$ cat src/rtl/pc_redirect_if.sv
// Execute-stage control-transfer bus between the pipeline and the PC redirect unit.
interface pc_redirect_if #(
    parameter int CNT_W = 32
);
    logic             stall;
    logic             ex_valid;
    logic [6:0]       ex_opcode;
    logic [2:0]       ex_funct3;
    logic [31:0]      ex_pc;
    logic [31:0]      ex_rs1;
    logic [31:0]      ex_imm_b;
    logic [31:0]      ex_imm_i;
    logic [31:0]      ex_imm_j;
    logic             br_eq;
    logic             br_lt;
    logic             br_ltu;
    logic             trap_ack;
    logic [31:0]      pc;
    logic             redirect;
    logic             flush_if_id;
    logic             flush_id_ex;
    logic             trap_misaligned;
    logic [31:0]      trap_tval;
    logic [CNT_W-1:0] br_total_cnt;
    logic [CNT_W-1:0] br_taken_cnt;

    modport master (
        output stall, ex_valid, ex_opcode, ex_funct3, ex_pc, ex_rs1,
               ex_imm_b, ex_imm_i, ex_imm_j, br_eq, br_lt, br_ltu, trap_ack,
        input  pc, redirect, flush_if_id, flush_id_ex, trap_misaligned,
               trap_tval, br_total_cnt, br_taken_cnt
    );

    modport slave (
        input  stall, ex_valid, ex_opcode, ex_funct3, ex_pc, ex_rs1,
               ex_imm_b, ex_imm_i, ex_imm_j, br_eq, br_lt, br_ltu, trap_ack,
        output pc, redirect, flush_if_id, flush_id_ex, trap_misaligned,
               trap_tval, br_total_cnt, br_taken_cnt
    );
endinterface

$ cat src/rtl/pc_redirect_unit.sv
// EX-stage branch/jump resolution: owns the fetch PC, raises redirect/flush,
// records misaligned-target traps and counts conditional branches.
module pc_redirect_unit #(
    parameter logic [31:0] RESET_VEC = 32'h0000_0000,
    parameter int          CNT_W     = 32
) (
    input  logic            clk,
    input  logic            rst,
    pc_redirect_if.slave    bus
);
    localparam logic [6:0] OP_BRANCH = 7'b1100011;
    localparam logic [6:0] OP_JAL    = 7'b1101111;
    localparam logic [6:0] OP_JALR   = 7'b1100111;

    typedef struct packed {
        logic        counted;  // conditional branch with a legal funct3
        logic        cond;     // branch condition met
        logic        taken;
        logic [31:0] target;
    } ex_dec_t;

    ex_dec_t dec;
    logic    misaligned;
    logic    redirect;

    always_comb begin
        dec        = '0;
        dec.target = bus.ex_pc + bus.ex_imm_b;
        case (bus.ex_opcode)
            OP_BRANCH: begin
                dec.target = bus.ex_pc + bus.ex_imm_b;
                dec.counted = 1'b1;
                case (bus.ex_funct3)
                    3'b000:  dec.cond = bus.br_eq;
                    3'b001:  dec.cond = !bus.br_eq;
                    3'b100:  dec.cond = bus.br_lt;
                    3'b101:  dec.cond = !bus.br_lt;
                    3'b110:  dec.cond = bus.br_ltu;
                    3'b111:  dec.cond = !bus.br_ltu;
                    default: dec.counted = 1'b0;
                endcase
                dec.taken = dec.counted && dec.cond;
            end
            OP_JAL: begin
                dec.target = bus.ex_pc + bus.ex_imm_j;
                dec.taken  = 1'b1;
            end
            OP_JALR: begin
                dec.target = (bus.ex_rs1 + bus.ex_imm_i) & 32'hFFFF_FFFE;
                dec.taken  = 1'b1;
            end
            default: ;
        endcase
    end

    // A taken transfer to a halfword-aligned target traps instead of redirecting.
    assign misaligned      = bus.ex_valid && dec.taken && dec.target[1];
    assign redirect        = bus.ex_valid && dec.taken && !dec.target[1];
    assign bus.redirect    = redirect;
    assign bus.flush_if_id = redirect;
    assign bus.flush_id_ex = redirect;

    logic [31:0] pc_q;
    assign bus.pc = pc_q;

    always_ff @(posedge clk) begin
        if (rst)
            pc_q <= RESET_VEC;
        else if (redirect)
            pc_q <= dec.target;
        else if (!bus.stall)
            pc_q <= pc_q + 32'd4;
    end

    logic        trap_q;
    logic [31:0] tval_q;
    assign bus.trap_misaligned = trap_q;
    assign bus.trap_tval       = tval_q;

    // First fault wins unless the pending record is being acknowledged this cycle.
    always_ff @(posedge clk) begin
        if (rst) begin
            trap_q <= 1'b0;
            tval_q <= '0;
        end else if (misaligned && (!trap_q || bus.trap_ack)) begin
            trap_q <= 1'b1;
            tval_q <= dec.target;
        end else if (bus.trap_ack) begin
            trap_q <= 1'b0;
            tval_q <= '0;
        end
    end

    logic [CNT_W-1:0] total_q;
    logic [CNT_W-1:0] taken_q;
    logic             count_en;
    assign count_en         = bus.ex_valid && dec.counted && !bus.stall;
    assign bus.br_total_cnt = total_q;
    assign bus.br_taken_cnt = taken_q;

    always_ff @(posedge clk) begin
        if (rst) begin
            total_q <= '0;
            taken_q <= '0;
        end else if (count_en) begin
            total_q <= total_q + 1'b1;
            if (dec.cond)
                taken_q <= taken_q + 1'b1;
        end
    end
endmodule

$ cat src/flat_wrapper.sv
// flat-port wrapper written by rule: the top's interface ports become plain ports
module pc_redirect_unit_flat 
#(
    parameter logic [31:0] RESET_VEC = 32'h0000_0000,
    parameter int          CNT_W     = 32
)
  (clk, rst, bus_stall, bus_ex_valid, bus_ex_opcode, bus_ex_funct3, bus_ex_pc, bus_ex_rs1, bus_ex_imm_b, bus_ex_imm_i, bus_ex_imm_j, bus_br_eq, bus_br_lt, bus_br_ltu, bus_trap_ack, bus_pc, bus_redirect, bus_flush_if_id, bus_flush_id_ex, bus_trap_misaligned, bus_trap_tval, bus_br_total_cnt, bus_br_taken_cnt);
  pc_redirect_if #(.CNT_W(CNT_W)) bus_i ();
  input  logic clk;
  input  logic rst;
  input wire logic [$bits(bus_i.stall)-1:0] bus_stall;
  input wire logic [$bits(bus_i.ex_valid)-1:0] bus_ex_valid;
  input wire logic [$bits(bus_i.ex_opcode)-1:0] bus_ex_opcode;
  input wire logic [$bits(bus_i.ex_funct3)-1:0] bus_ex_funct3;
  input wire logic [$bits(bus_i.ex_pc)-1:0] bus_ex_pc;
  input wire logic [$bits(bus_i.ex_rs1)-1:0] bus_ex_rs1;
  input wire logic [$bits(bus_i.ex_imm_b)-1:0] bus_ex_imm_b;
  input wire logic [$bits(bus_i.ex_imm_i)-1:0] bus_ex_imm_i;
  input wire logic [$bits(bus_i.ex_imm_j)-1:0] bus_ex_imm_j;
  input wire logic [$bits(bus_i.br_eq)-1:0] bus_br_eq;
  input wire logic [$bits(bus_i.br_lt)-1:0] bus_br_lt;
  input wire logic [$bits(bus_i.br_ltu)-1:0] bus_br_ltu;
  input wire logic [$bits(bus_i.trap_ack)-1:0] bus_trap_ack;
  output wire logic [$bits(bus_i.pc)-1:0] bus_pc;
  output wire logic [$bits(bus_i.redirect)-1:0] bus_redirect;
  output wire logic [$bits(bus_i.flush_if_id)-1:0] bus_flush_if_id;
  output wire logic [$bits(bus_i.flush_id_ex)-1:0] bus_flush_id_ex;
  output wire logic [$bits(bus_i.trap_misaligned)-1:0] bus_trap_misaligned;
  output wire logic [$bits(bus_i.trap_tval)-1:0] bus_trap_tval;
  output wire logic [$bits(bus_i.br_total_cnt)-1:0] bus_br_total_cnt;
  output wire logic [$bits(bus_i.br_taken_cnt)-1:0] bus_br_taken_cnt;
  assign bus_i.stall = bus_stall;
  assign bus_i.ex_valid = bus_ex_valid;
  assign bus_i.ex_opcode = bus_ex_opcode;
  assign bus_i.ex_funct3 = bus_ex_funct3;
  assign bus_i.ex_pc = bus_ex_pc;
  assign bus_i.ex_rs1 = bus_ex_rs1;
  assign bus_i.ex_imm_b = bus_ex_imm_b;
  assign bus_i.ex_imm_i = bus_ex_imm_i;
  assign bus_i.ex_imm_j = bus_ex_imm_j;
  assign bus_i.br_eq = bus_br_eq;
  assign bus_i.br_lt = bus_br_lt;
  assign bus_i.br_ltu = bus_br_ltu;
  assign bus_i.trap_ack = bus_trap_ack;
  assign bus_pc = bus_i.pc;
  assign bus_redirect = bus_i.redirect;
  assign bus_flush_if_id = bus_i.flush_if_id;
  assign bus_flush_id_ex = bus_i.flush_id_ex;
  assign bus_trap_misaligned = bus_i.trap_misaligned;
  assign bus_trap_tval = bus_i.trap_tval;
  assign bus_br_total_cnt = bus_i.br_total_cnt;
  assign bus_br_taken_cnt = bus_i.br_taken_cnt;
  pc_redirect_unit #(.RESET_VEC(RESET_VEC), .CNT_W(CNT_W)) u_core (.clk(clk), .rst(rst), .bus(bus_i));
endmodule
$ cat config.mk
export PLATFORM = sky130hd
export DESIGN_NAME = pc_redirect_unit_flat
export DESIGN_NICKNAME = d
export VERILOG_FILES = /design/src/rtl/pc_redirect_if.sv /design/src/rtl/pc_redirect_unit.sv /design/src/flat_wrapper.sv
export SDC_FILE = /design/constraint.sdc
export NUM_CORES = 1
export LEC_CHECK = 0
export CAP_MARGIN = 25
export CORE_UTILIZATION = 45
export CTS_CLUSTER_SIZE = 40
export DETAILED_ROUTE_END_ITERATION = 10
export GPL_TIMING_DRIVEN = 0
export PLACE_DENSITY = 0.73
export SYNTH_ARGS = -nofsm -noshare
export SYNTH_HDL_FRONTEND = slang
export SYNTH_SLANG_ARGS = --single-unit
$ cat constraint.sdc
create_clock -name clk -period 6.3 [get_ports clk]
set_clock_uncertainty 0.15 [all_clocks]
set_input_delay 1.26 -clock clk [delete_from_list [all_inputs] [get_ports clk]]
set_output_delay 1.26 -clock clk [all_outputs]
set_load 0.02 [all_outputs]
==> summary.txt <==
Logic synthesis
  • Warning count from the yosys run: 0
  • Post-Synthesis Cells: 1463
  • Cell area after technology mapping: 0.01125 mm2
  • Share of async-settable or async-resettable flops after synthesis: 0
  • Synthesized netlist net count: 1739
  • Flip-flop cell with the highest count after synthesis: dfxtp_1
  • Unique masters post-synth: 85
  • Sequential area share after synthesis: 0.2295
  • Syn avg cell area: 7.690 um2
  • Post-synthesis sequential element count: 129
  • Count of flip-flops with a built-in enable after synthesis: 0

Die
  • Initial Util: 0.4613
  • Row cnt: 57
  • Overall die width: 160.1 um
  • I/O pin count: 310
  • Die height: 160.1 um
  • Total core area: 0.02439 mm2
  • Die Outline Area: 0.02564 mm2

Timing
  • Total negative slack for setup checks: 0 ns
  • Min Clock Period, post-route: 5.590 ns
  • Worst slew margin relative to its limit: 0.5399
  • Portion of the clock cycle consumed by the worst path in the final layout: 0.8873
  • Setup slack of the critical path after layout: 0.7098 ns
  • Final hold violations: 0
  • Actual transition at the worst max-transition pin: 0.6889 ns
  • Setup repair after global routing missed its margin: no
  • Highest attainable clock frequency: 0.1789 GHz
  • Number of pins with negative max-slew slack in the final report: 0
  • Finish-stage setup viols: 0

Route
  • Number of iterations in the first detailed-routing pass: 5
  • Routed WL per cell: 18.70 um
  • Remaining antenna violation count after routing: 0
  • Routed length on met1: 18410 um
  • Top sig layer: met4
  • DRC violations left: 0
  • WL met2: 17950 um
  • Overall via count from detail_route: 12230
  • Initial drt markers: 860
  • Total wire length after detailed routing: 39770 um
  • Via density: 5.750
  • Wire length on met3: 2433 um

Finish
  • Number of filler cells placed in the layout: 2249
  • Design area: 0.01531 mm2
  • Post-layout net count: 2066
  • Most common cell after layout, fill and taps aside: clkdlybuf4s50_1
  • Fraction of the core area covered by cells at the end of the flow: 0.6278
  • Commonest cells after routing, fill and taps aside: clkdlybuf4s50_1 (309), nor2_1 (204), nand2_1 (131)
  • Total inserted antenna cells: 0
  • Fraction of layout instances using a drive strength above 1: 0.04936
  • Layout-stage area growth over the synthesis result: 36.10%

CTS
  • Largest buffer count on any clock path: 2
  • H-Tree Depth: 4
  • Sinks on Clock Net: 129
  • Number of buffers created by CTS: 17
  • Clock-pin slew on the worst setup and hold paths: 0.06 ns
  • Worst skew pair latency: 0.43 ns
  • CTS tree: built
  • Clock Tree Root: clkbuf_16
  • Resized Gates After CTS: 0

GRT
  • Global-route wire length before repair: 61370 um
  • Maximum number of pins on one net before global-route repair: 17
  • Via count of the first global-routing pass: 11577
  • Sum of overflow across all layers after global routing: 0
  • GRT Total Usage: 0.3028
  • Antenna violations before repair: 0

Setup path
  • Critical path type: input port to primary output
  • Crit path capture type: primary output
  • Arrival @ worst endpoint: 4.18 ns
  • Crit path launch type: input port
  • Series of cell instances along the critical path: clkdlybuf4s50_1 -> nor2b_1 -> and3_1 -> nand2_1 -> a21oi_1 -> nor3b_1 -> clkbuf_8 -> buf_4 -> clkdlybuf4s50_1
  • Peak fanout along the critical path: 21
  • Worst flop-to-flop path startpoint: u_core.bus.pc[5]
  • Buffering stage count on the worst path with inverters included: 4
  • Slowest stage cell, crit path: clkdlybuf4s50_1
  • Source of the critical timing path: bus_ex_opcode[6]
  • Stage delay of the slowest cell on the critical path: 0.59 ns
  • Most used cell, CP: clkdlybuf4s50_1
  • Worst endpoint required time: 4.89 ns
  • Family of cells with the greatest summed delay on the critical path: buffers and inverters

Outcome
  • Status: complete, no violations

Power and ir drop
  • Pwr per Cell Area: 174.0 mW/mm2
  • Maximum vdd drop: 175.5 uV
  • Leakage: 5.932 nW

Placement
  • Half-perimeter wire length after detailed placement: 33050 um
  • Worst setup timing slack at the placement stage: 0.1974 ns
  • Final weighted congestion in routability-driven placement: 0.9504
  • IO buf count: 309
  • Area after detailed placement: 0.01475 mm2

Min path
  • Hold Startpoint: u_core.bus.trap_tval[1]
  • Class of the most critical hold timing path: register to register

Job
  • Number of max-cap violations: 0
[path summary, 6_finish.rpt]
path / to / slack (ns) / cells after the start
setup / recovery: bus_redirect / 0.71 / 9
hold / removal: u_core.bus.trap_tval[1] / 0.32 / 2
setup reg to reg: u_core.bus.pc[25] / 3.65 / 10
hold reg to reg: u_core.bus.trap_tval[1] / 0.32 / 2
[registers in the layout, summed over array words and instances (netlist names)]
signal,count
u_core.bus.br_taken_cnt,32
u_core.bus.br_total_cnt,32
u_core.bus.pc,32
u_core.bus.trap_misaligned,1
u_core.bus.trap_tval,32
[repair_timing]
item,CTS,global route
setup endpoints to repair,0,2
setup buffers,0,0
hold buffers,0,0
[kinds of logic (layout without fill, tap and decap cells)]
kind of cell    Yosys count  in the layout  synth area share
fa+ha+maj                98             98            0.1110
buf+inv                  83            423           0.03314
flops                   129            129            0.2295
mux                      10             10          0.008897
simple gates            569            569            0.2427
compound gates          407            407            0.2448
xor+xnor                167            167            0.1300
[cell type report]
cell class	instances	area [um2]	share of cell area
sequential	129	2582	0.1687
timing repair buffer	309	3093	0.2020
tap	324	405.4	0.02647
clock buffer	17	425.4	0.02778
buffer	56	271.5	0.01773
clock inverter	15	141.4	0.009234
multi-input combinational	1251	8295	0.5418
inverter	26	97.59	0.006374
[metrics by stage]
step	total power, mW	instances	hold WS, ns
after floorplan	1.377	1463	0.3845
after global placement	1.689	2096	0.2975
after detailed placement	1.690	2096	0.3054
after CTS	2.652	2128	0.3272
after global routing	2.779	2127	0.3416
final	2.664	2127	0.3211
[worst min-delay path, stage by stage, from the launching register on]
cell and delay [ns]:
dfxtp_1 0.31, nand2_1 0.05, a21oi_1 0.06
[where the power goes]
group	switching, mW	internal, mW
combinational	0.500	0.374
clock	0.444	0.523
sequential	0.00372	0.818
total	0.948	1.72
[layer usage]
layer	track usage	vias to the layer above
met5	0	-
met4	0.08571	0
met2	0.4958	460
li1	-	5956
met1	0.4130	5758
met3	0.04156	56
[cell usage after synthesis, types with 14 or more instances]
cell type,n,share of area
nand3_1,57,0.025
nand4_1,22,0.012
a21o_1,32,0.021
a211oi_1,35,0.023
and3_1,42,0.023
clkbuf_1,46,0.015
o21ai_0,59,0.026
xor2_1,82,0.064
dfxtp_1,129,0.23
nand2_1,131,0.044
and2_1,16,0.0089
o21ai_1,15,0.0067
ha_1,95,0.11
a21oi_1,126,0.056
inv_1,26,0.0087
nor3_1,16,0.0071
o21a_1,14,0.0093
xnor2_1,85,0.066
nor2_1,204,0.068
No activity file was read; power rests on OpenSTA's default activity.
